--- config.mk ---
export PLATFORM = sky130hd
export DESIGN_NAME = nibble_serial_adder
export DESIGN_NICKNAME = d
export VERILOG_FILES = /design/src/rtl/nibble_serial_adder.sv
export SDC_FILE = /design/constraint.sdc
export NUM_CORES = 1
export LEC_CHECK = 0
export CAP_MARGIN = 20
export CORE_ASPECT_RATIO = 0.6
export CORE_MARGIN = 2
export CORE_UTILIZATION = 33
export DETAILED_ROUTE_END_ITERATION = 7
export GPL_TIMING_DRIVEN = 0
export MAX_ROUTING_LAYER = met4
export PLACE_DENSITY_LB_ADDON = 0.05
export SYNTH_ARGS = -nofsm -noshare
export SYNTH_HDL_FRONTEND = slang
export SYNTH_SLANG_ARGS = --single-unit
--- constraint.sdc ---
create_clock -name clk -period 2.8 [get_ports clk]
set_input_delay 0.7 -clock clk [delete_from_list [all_inputs] [get_ports clk]]
set_output_delay 0.7 -clock clk [all_outputs]
set_load 0.05 [all_outputs]
--- src/rtl/nibble_serial_adder.sv ---
// -----------------------------------------------------------------------------
// nibble_serial_adder
//
// Adds two WIDTH-bit operands plus a carry-in, one 4-bit nibble per clock,
// using a single 4-bit ripple-carry slice. An accepted start latches the
// operands. RUN then lasts WIDTH/4 cycles, and a one-cycle DONE pulse follows.
//
// Ports
//    clk    in   1      clock; all state updates on the rising edge
//    rst    in   1      synchronous active-high reset (priority over start)
//    start  in   1      begin an addition; only sampled in IDLE
//    a      in   WIDTH  operand A, latched on the accepted start edge
//    b      in   WIDTH  operand B, latched on the accepted start edge
//    c_in   in   1      carry into nibble 0, latched on the accepted start edge
//    busy   out  1      high while nibbles are being added (state RUN)
//    done   out  1      single-cycle pulse: sum/c_out/ovf are final (state DONE)
//    sum    out  WIDTH  (a + b + c_in) mod 2^WIDTH, built up nibble by nibble
//    c_out  out  1      carry out of bit WIDTH-1
//    ovf    out  1      two's-complement signed overflow
// -----------------------------------------------------------------------------
module nibble_serial_adder #(
   parameter int WIDTH = 16
) (
   input  logic             clk,
   input  logic             rst,
   input  logic             start,
   input  logic [WIDTH-1:0] a,
   input  logic [WIDTH-1:0] b,
   input  logic             c_in,
   output logic             busy,
   output logic             done,
   output logic [WIDTH-1:0] sum,
   output logic             c_out,
   output logic             ovf
);

   localparam int N  = WIDTH / 4;
   localparam int IW = (N > 1) ? $clog2(N) : 1;

   typedef enum logic [1:0] {
      IDLE = 2'd0,
      RUN  = 2'd1,
      DONE = 2'd2
   } state_t;

   state_t           r_state;
   state_t           w_state_next;

   logic [WIDTH-1:0] r_a;
   logic [WIDTH-1:0] r_b;
   logic [WIDTH-1:0] r_sum;
   logic             r_carry;
   logic             r_c_out;
   logic             r_ovf;
   logic [IW-1:0]    r_idx;

   logic [3:0]       w_a_nibs [N];
   logic [3:0]       w_b_nibs [N];
   logic [3:0]       w_a_nib;
   logic [3:0]       w_b_nib;
   logic [3:0]       w_slice_sum;
   logic [4:0]       w_c;          // w_c[k] = carry into bit k of the slice
   logic             w_last;
   logic [WIDTH-1:0] w_sum_next;

   // Split the latched operands into nibbles so the slice input is a plain mux.
   generate
      for (genvar gi = 0; gi < N; gi++) begin : g_nib
         assign w_a_nibs[gi] = r_a[4*gi +: 4];
         assign w_b_nibs[gi] = r_b[4*gi +: 4];
      end
   endgenerate

   assign w_a_nib = w_a_nibs[r_idx];
   assign w_b_nib = w_b_nibs[r_idx];

   // The one 4-bit ripple-carry slice shared by every nibble.
   assign w_c[0] = r_carry;
   generate
      for (genvar gi = 0; gi < 4; gi++) begin : g_fa
         assign w_slice_sum[gi] = w_a_nib[gi] ^ w_b_nib[gi] ^ w_c[gi];
         assign w_c[gi+1]       = (w_a_nib[gi] & w_b_nib[gi]) |
                                  (w_c[gi] & (w_a_nib[gi] ^ w_b_nib[gi]));
      end
   endgenerate

   assign w_last = (r_idx == IW'(N - 1));

   // Merge the slice result into the nibble currently being worked on.
   always_comb begin
      w_sum_next = r_sum;
      for (int i = 0; i < N; i++) begin
         if (r_idx == IW'(i)) begin
            w_sum_next[4*i +: 4] = w_slice_sum;
         end
      end
   end

   // Next-state logic.
   always_comb begin
      w_state_next = r_state;
      case (r_state)
         IDLE:    if (start) w_state_next = RUN;
         RUN:     if (w_last) w_state_next = DONE;
         DONE:    w_state_next = IDLE;
         default: w_state_next = IDLE;
      endcase
   end

   always_ff @(posedge clk) begin
      if (rst) begin
         r_state <= IDLE;
      end else begin
         r_state <= w_state_next;
      end
   end

   // Datapath. c_out and ovf are written only on the last nibble, so they keep
   // the previous result until a new operation completes.
   always_ff @(posedge clk) begin
      if (rst) begin
         r_a     <= '0;
         r_b     <= '0;
         r_sum   <= '0;
         r_carry <= 1'b0;
         r_c_out <= 1'b0;
         r_ovf   <= 1'b0;
         r_idx   <= '0;
      end else begin
         case (r_state)
            IDLE: begin
               if (start) begin
                  r_a     <= a;
                  r_b     <= b;
                  r_carry <= c_in;
                  r_sum   <= '0;
                  r_idx   <= '0;
               end
            end
            RUN: begin
               r_sum   <= w_sum_next;
               r_carry <= w_c[4];
               if (w_last) begin
                  r_c_out <= w_c[4];
                  // Carry into the MSB differs from carry out of it only on
                  // signed overflow.
                  r_ovf   <= w_c[3] ^ w_c[4];
               end else begin
                  // Hold the index on the last nibble so it never wraps.
                  r_idx   <= r_idx + 1'b1;
               end
            end
            default: ;
         endcase
      end
   end

   assign busy  = (r_state == RUN);
   assign done  = (r_state == DONE);
   assign sum   = r_sum;
   assign c_out = r_c_out;
   assign ovf   = r_ovf;

endmodule
Yosys cells after proc, flatten, opt, wreduce, memory -nomap -nowiden. Index checks and enable logic that the tools add are counted.

Register bits: 55. Input port bits: 36. Output and inout bits: 20. Word-level logic and storage cells: 78.

$add $sub $neg: 1. Magnitude comparators: 1. Equality and inequality tests: 11. Mux-type cells: 20. Bitwise logic cells: 22. Reductions and logical operators: 12.

Operators by type and width (count): $mux W4 (8); $pmux W16 S2 (1); $bmux W4 S2 (2); $mux W16 (1); $reduce_and A3 Y1 (5); $xor A1 B1 Y1 (9); $and A1 B1 Y1 (8); $mux W2 (4); $ne A2 B1 Y1 const B (4); $pmux W2 S2 (2); $reduce_and A2 Y1 (4); $eq A2 B2 Y1 const B (3); $eq A2 B1 Y1 const B (2); $logic_not A2 Y1 (2); $ne A2 B2 Y1 const B (2); $or A1 B1 Y1 (4); $ge A3 B3 Y1 const B (1); $not A2 Y3 (1); $add A2 B1 Y2 const B (1); $pmux W1 S2 (1); $reduce_bool A2 Y1 (1); $mux W1 (1).

Depth between registers and ports, before layout.
Word-level depth: 14. Mapped depth: 12. Gate-level depth less buffers: 11.

Least setup slack after synthesis. Ideal clock, no wire load.

Path type: flip-flop to flip-flop. Start: reg r_idx[0]. End: reg r_sum[11], in the netlist sum[11]. Setup time: 0.070 ns. Arrival time: 2.831 ns. Setup slack: -0.101 ns. Stages on the path, launching flop included: 13. Path buffers: 1. Period minus slack after synthesis: 2.901 ns. Cell sequence: dfxtp_1 > buf_2 > mux4_2 > inv_1 > fa_1 > inv_1 > fa_1 > inv_1 > fa_1 > fa_1 > nor2_1 > nand3_1 > a21oi_1.

Cells in the longest elaborated chain, start to end: 14. Elaborated cells on any way between the ends: 26. Classes of those cells: 2 x eq/ne; 8 x mux; 15 x bitwise; 1 x reduce/logical.

Ends and longest elaborated chain: start, declared (line 55) `logic [IW-1:0] r_idx;`; start signal, assigned (line 150) `r_idx <= r_idx + 1'b1;`; $not A2 Y3 (implied by the code) (line 74, 75); $bmux W4 S2 (on tied branches) (line 74, 75); $mux W4 (on tied branches) (2 in a row) (line 74, 75); $xor A1 B1 Y1 (line 83) `(w_c[gi] & (w_a_nib[gi] ^ w_b_nib[gi]));`; $and A1 B1 Y1 (line 83); $or A1 B1 Y1 (line 82) `assign w_c[gi+1] = (w_a_nib[gi] & w_b_nib[gi]) |`; $and A1 B1 Y1 (line 83); $or A1 B1 Y1 (line 82); $and A1 B1 Y1 (line 83); $or A1 B1 Y1 (line 82); $xor A1 B1 Y1 (line 81) `assign w_slice_sum[gi] = w_a_nib[gi] ^ w_b_nib[gi] ^ w_c[gi];`; $mux W4 (line 93) `if (r_idx == IW'(i)) begin`; $pmux W16 S2 (line 130) `case (r_state)`; end signal, assigned (line 141) `r_sum <= w_sum_next;`; end, declared (line 51) `logic [WIDTH-1:0] r_sum;`.

Several ways; a longest one is shown, not always the timed one. The select of a mux whose other input is x is not followed. A chain may end at the register's enable or synchronous reset.

Final worst setup path. Same ends and word-level chain as after synthesis.

==> impl.org <==
** Drt
- The count of nets left with antenna violations once routing finished came out at 0.
- Dividing the detail-routed wire length by the instance count gives 14.6 µm.
- Sum of met2 wire segment lengths after detailed routing :: 2530 µm
- Met3 Wirelength :: 398 µm
- For this block, the routed nets add up to 6600 µm of wire.
- Length of routed wiring on met1 :: 3640 µm
- The first detailed-routing pass took 4 iterations.
- Routed vias/inst :: 4.71
- Highest Signal Layer :: met4
- After detailed routing, the number of remaining DRC violations is 0.
- Number of vias in the routed layout :: 2134
- After the first detailed-routing iteration, the DRC count stood at 137.

** Critical path
- Highest-delay cell along the critical path :: sky130_fd_sc_hd__mux4_2
- Worst flop-to-flop path endpoint :: sum[11]
- The worst register-to-register path begins at r_idx[0].
- CP peak stage delay :: 0.54 ns
- STA classifies the critical path endpoint as a register.
- The most critical setup path has its startpoint at r_idx[0].
- At the worst endpoint, the required time is 3.02 ns.
- Crit path max-delay family :: adder cells
- Last element of the critical path :: sum[11]
- The critical path is of the reg -> reg type.
- Counting buffers and inverters, the worst setup path is 11 cells deep.
- STA classifies the critical path startpoint as a register.
- Worst Reg2Reg Path Length in Cells :: 11
- Together, buffers and inverters on the worst path number 3.
- Critical path data arrival time :: 3.02 ns
- For flop-to-flop paths, the worst setup slack is 0.007 ns.
- Walking the worst path, the cells encountered are mux4_2 > inv_2 > fa_2 > inv_2 > fa_2 > inv_2 > fa_2 > fa_2 > nor2_4 > nand3_2 > a21oi_2.
- Worst-path fanout max :: 6
- By instance count, the cell type seen most on the critical path is sky130_fd_sc_hd__fa_2.

** Timing
- Setup repair after global routing could not meet its margin everywhere.
- Final hold violations :: 0
- Worst slew margin :: 0.591
- Timing would allow up to 0.358 GHz.
- Final clock period utilization by the worst path :: 0.997
- After routing, the total negative slack on setup checks comes to 0 ns.
- Final hold analysis gives a worst-case slack of 0.455 ns.
- At the pin with the least slew margin, the transition time is 0.613 ns.
- Slack of the critical path :: 0.00712 ns
- The worst path in the final design needs a cycle of 2.79 ns, including I/O delays and setup.
- Worst clock skew :: 0.00868 ns
- The number of pins exceeding their max-slew limit in the final report was 0.
- Setup violation total in the final timing report :: 0

** Final layout
- The top cell types in the final layout, fill and taps aside, are sky130_fd_sc_hd__nand2_1, sky130_fd_sc_hd__dfxtp_1, sky130_fd_sc_hd__clkdlybuf4s50_1.
- Number of fill cells :: 723
- The library cell used most frequently in the layout, excluding fill and tap cells, is sky130_fd_sc_hd__nand2_1.
- For this run, the post-layout net count is 392.
- From synthesis to final layout, the design area changed by 39.0%.
- Sequential cell area in the final layout :: 1110 µm²
- Final core occ :: 0.471
- Of the cells placed in the final design, the portion with a size suffix greater than 1 is 0.143.
- The repair_antennas step left the layout with diodes totalling 0.
- Area taken by multi-input logic gates :: 1200 µm²

** Logic synthesis
- The number of different library cells used by synthesis comes to 29.
- For this run, the number of Yosys warnings is 0.
- Sorting the synthesized cells by area gives the leading types as sky130_fd_sc_hd__dfxtp_1, sky130_fd_sc_hd__nand2_1, sky130_fd_sc_hd__a21oi_1.
- Cell area after technology mapping :: 2450 µm²
- The share of synthesized area in the top cell type comes to 0.449.
- Register area share after synthesis :: 0.449
- sky130_fd_sc_hd__dfxtp_1 takes more of the synthesized area than any other cell.
- After synthesis the netlist holds a flip-flop and latch count of 55.
- Synthesis produced a netlist with a net count of 325.
- Mean instance size in the synthesized netlist :: 8.72 µm²
- The cell count after synthesis came out at 281.

** Power and ir drop
- Combinational Power Share :: 0.158
- Cell internal power dissipation :: 1.47 mW
- Switching power of the nets :: 0.479 mW
- Leakage Power :: 1.23 nW
- Sequential share of power :: 0.430
- Fraction of power spent switching nets :: 0.246
- Power Density :: 573 nW/µm²
- Worst-case vdd ir drop :: 0.230 mV
- Overall power consumption after layout is estimated at 1.95 mW.
- Share of total power in the clock network :: 0.412

** Die
- The die is 115 µm wide.
- Floorplan Core Area :: 7240 µm²
- The die is 70.8 µm tall.
- The die covers 8160 µm².
- Number of placement rows :: 24
- In this run the count of I/O pins placed on the die edge is 56.
- Effective utilization at floorplan :: 0.339

** Clock network
- Sink count of the clock tree :: 55
- Clock tree from TritonCTS :: yes
- The cell sitting at the root of the clock tree is a sky130_fd_sc_hd__clkbuf_16.
- Clock tree synthesis inserted a total of 5 buffers.
- Insertion delay of the later-clocked pin in the worst-skew pair :: 0.29 ns
- Counting along the longest clock path gives a buffer depth of 2.
- Buffers inserted to repair hold after CTS numbered 0.
- Count of H-tree levels built during CTS :: 2
- After clock tree synthesis, the clock-pin slew on the worst setup and hold paths is 0.07 ns.

** Placed design
- Before CTS, the worst setup slack after placement is -0.415 ns.
- The congestion estimate from routability-driven global placement came to 0.827.
- Count of input and output buffers :: 54
- HPWL reported at the end of detailed placement :: 4900 µm

** GRT
- Largest net degree at the start of global routing :: 18
- Across every metal layer, demand over resource in global routing totals 0.183.
- For this run the aggregate overflow at the end of global routing stands at 0.
- The number of antenna violations at the first check in global routing was 0.
- The first global-routing pass estimated 10900 µm of wire.
- The via count of the first global-routing pass is 2054.

** Worst hold path
- The tightest min-delay check is of the reg -> reg type.

** Run status
- Outcome :: completed

** Flow run
- The tool flagged a number of max-cap violations equal to 0.
==> cells by family (layout without fill, tap and decap cells) <==
| logic type | Yosys count | after routing | synth area share |
|---|---|---|---|
| AOI/OAI and AO/OA | 74 | 74 | 0.160 |
| muxes | 12 | 12 | 0.0898 |
| xor gates and xnor gates | 1 | 1 | 0.00357 |
| and+or+nand+nor | 98 | 98 | 0.171 |
| DFF | 55 | 55 | 0.449 |
| buffers and inverters | 33 | 101 | 0.0735 |
| adders and majority gates | 8 | 8 | 0.0531 |
==> worst min path at each step <==
stage / startpoint / endpoint / slack [ns] / cells past startpoint
floorplan: r_a[10] / r_a[10] / 0.43 / 2
global placement: r_a[9] / r_a[9] / 0.44 / 2
detailed placement: r_b[15] / r_b[15] / 0.45 / 2
CTS: r_b[15] / r_b[15] / 0.46 / 2
global route: r_a[0] / r_a[0] / 0.48 / 2
finish: r_b[15] / r_b[15] / 0.45 / 2
==> Yosys cell counts <==
master	number
sky130_fd_sc_hd__fa_1	4
sky130_fd_sc_hd__xnor2_1	1
sky130_fd_sc_hd__buf_6	5
sky130_fd_sc_hd__dfxtp_1	55
sky130_fd_sc_hd__clkbuf_1	9
sky130_fd_sc_hd__a211oi_1	2
sky130_fd_sc_hd__a32oi_1	1
sky130_fd_sc_hd__inv_1	12
sky130_fd_sc_hd__mux4_2	8
sky130_fd_sc_hd__o21bai_1	1
sky130_fd_sc_hd__nand2b_1	1
sky130_fd_sc_hd__a31oi_1	1
sky130_fd_sc_hd__and3b_1	1
sky130_fd_sc_hd__ha_1	4
sky130_fd_sc_hd__and2_1	1
sky130_fd_sc_hd__and3_1	1
sky130_fd_sc_hd__a21oi_2	1
sky130_fd_sc_hd__mux2i_1	4
sky130_fd_sc_hd__buf_2	3
sky130_fd_sc_hd__o21ai_0	16
sky130_fd_sc_hd__nor2_1	6
sky130_fd_sc_hd__a221o_1	1
sky130_fd_sc_hd__nand2_1	70
sky130_fd_sc_hd__nor3b_2	1
sky130_fd_sc_hd__nand3_1	12
sky130_fd_sc_hd__buf_4	4
sky130_fd_sc_hd__nor2b_1	4
sky130_fd_sc_hd__a21oi_1	51
sky130_fd_sc_hd__or3b_1	1
==> metrics by stage <==
step	instance area [µm²]	std cells
5_1_grt	3410	453
3_5_place_dp	3130	439
2_1_floorplan	2460	281
3_3_place_gp	3130	439
6_report	3410	453
4_1_cts	3420	453
==> state kept, by name, summed over array words and instances (netlist names) <==
| signal | flops |
|---|---|
| r_a | 16 |
| r_state | 2 |
| r_idx | 2 |
| r_b | 16 |
| r_carry | 1 |
| ovf | 1 |
| sum | 16 |
| c_out | 1 |
==> worst register-to-register path, cell delays in order (launching register included) <==
cell,delay (ns)
sky130_fd_sc_hd__dfxtp_4,0.41
sky130_fd_sc_hd__mux4_2,0.54
sky130_fd_sc_hd__inv_2,0.08
sky130_fd_sc_hd__fa_2,0.19
sky130_fd_sc_hd__inv_2,0.04
sky130_fd_sc_hd__fa_2,0.32
sky130_fd_sc_hd__inv_2,0.06
sky130_fd_sc_hd__fa_2,0.23
sky130_fd_sc_hd__fa_2,0.47
sky130_fd_sc_hd__nor2_4,0.15
sky130_fd_sc_hd__nand3_2,0.11
sky130_fd_sc_hd__a21oi_2,0.13
==> power groups by stage <==
| stage | logic (mW) | registers, mW | clock network [mW] |
|---|---|---|---|
| floorplan | 0.166 | 0.864 | 0 |
| global placement | 0.294 | 0.854 | 0 |
| detailed placement | 0.295 | 0.855 | 0 |
| CTS | 0.317 | 0.836 | 0.820 |
| global route | 0.340 | 0.843 | 0.855 |
| finish | 0.308 | 0.838 | 0.804 |
==> layer usage <==
metal | GRT usage | vias to the layer above
li1 | - | 1079
met1 | 0.287 | 987
met2 | 0.231 | 66
met3 | 0.0411 | 2
met4 | 0.0428 | 0
met5 | - | -
==> area by class of cell <==
cell class,count,share of cell area
multi-input cells,193,0.351
flip-flops and latches,55,0.325
repair buffers,61,0.175
plain buffers,20,0.0415
well taps,104,0.0382
clock buffers,5,0.0367
clock inverters,3,0.0198
inverters,12,0.0132
==> timing repair <==
item                                    CTS  global route
pin swaps                                13             8
endpoints found under the setup margin   11            12
resized for setup                        19             2
buffers inserted                          6             1
Power figures use the tool's default switching activity.
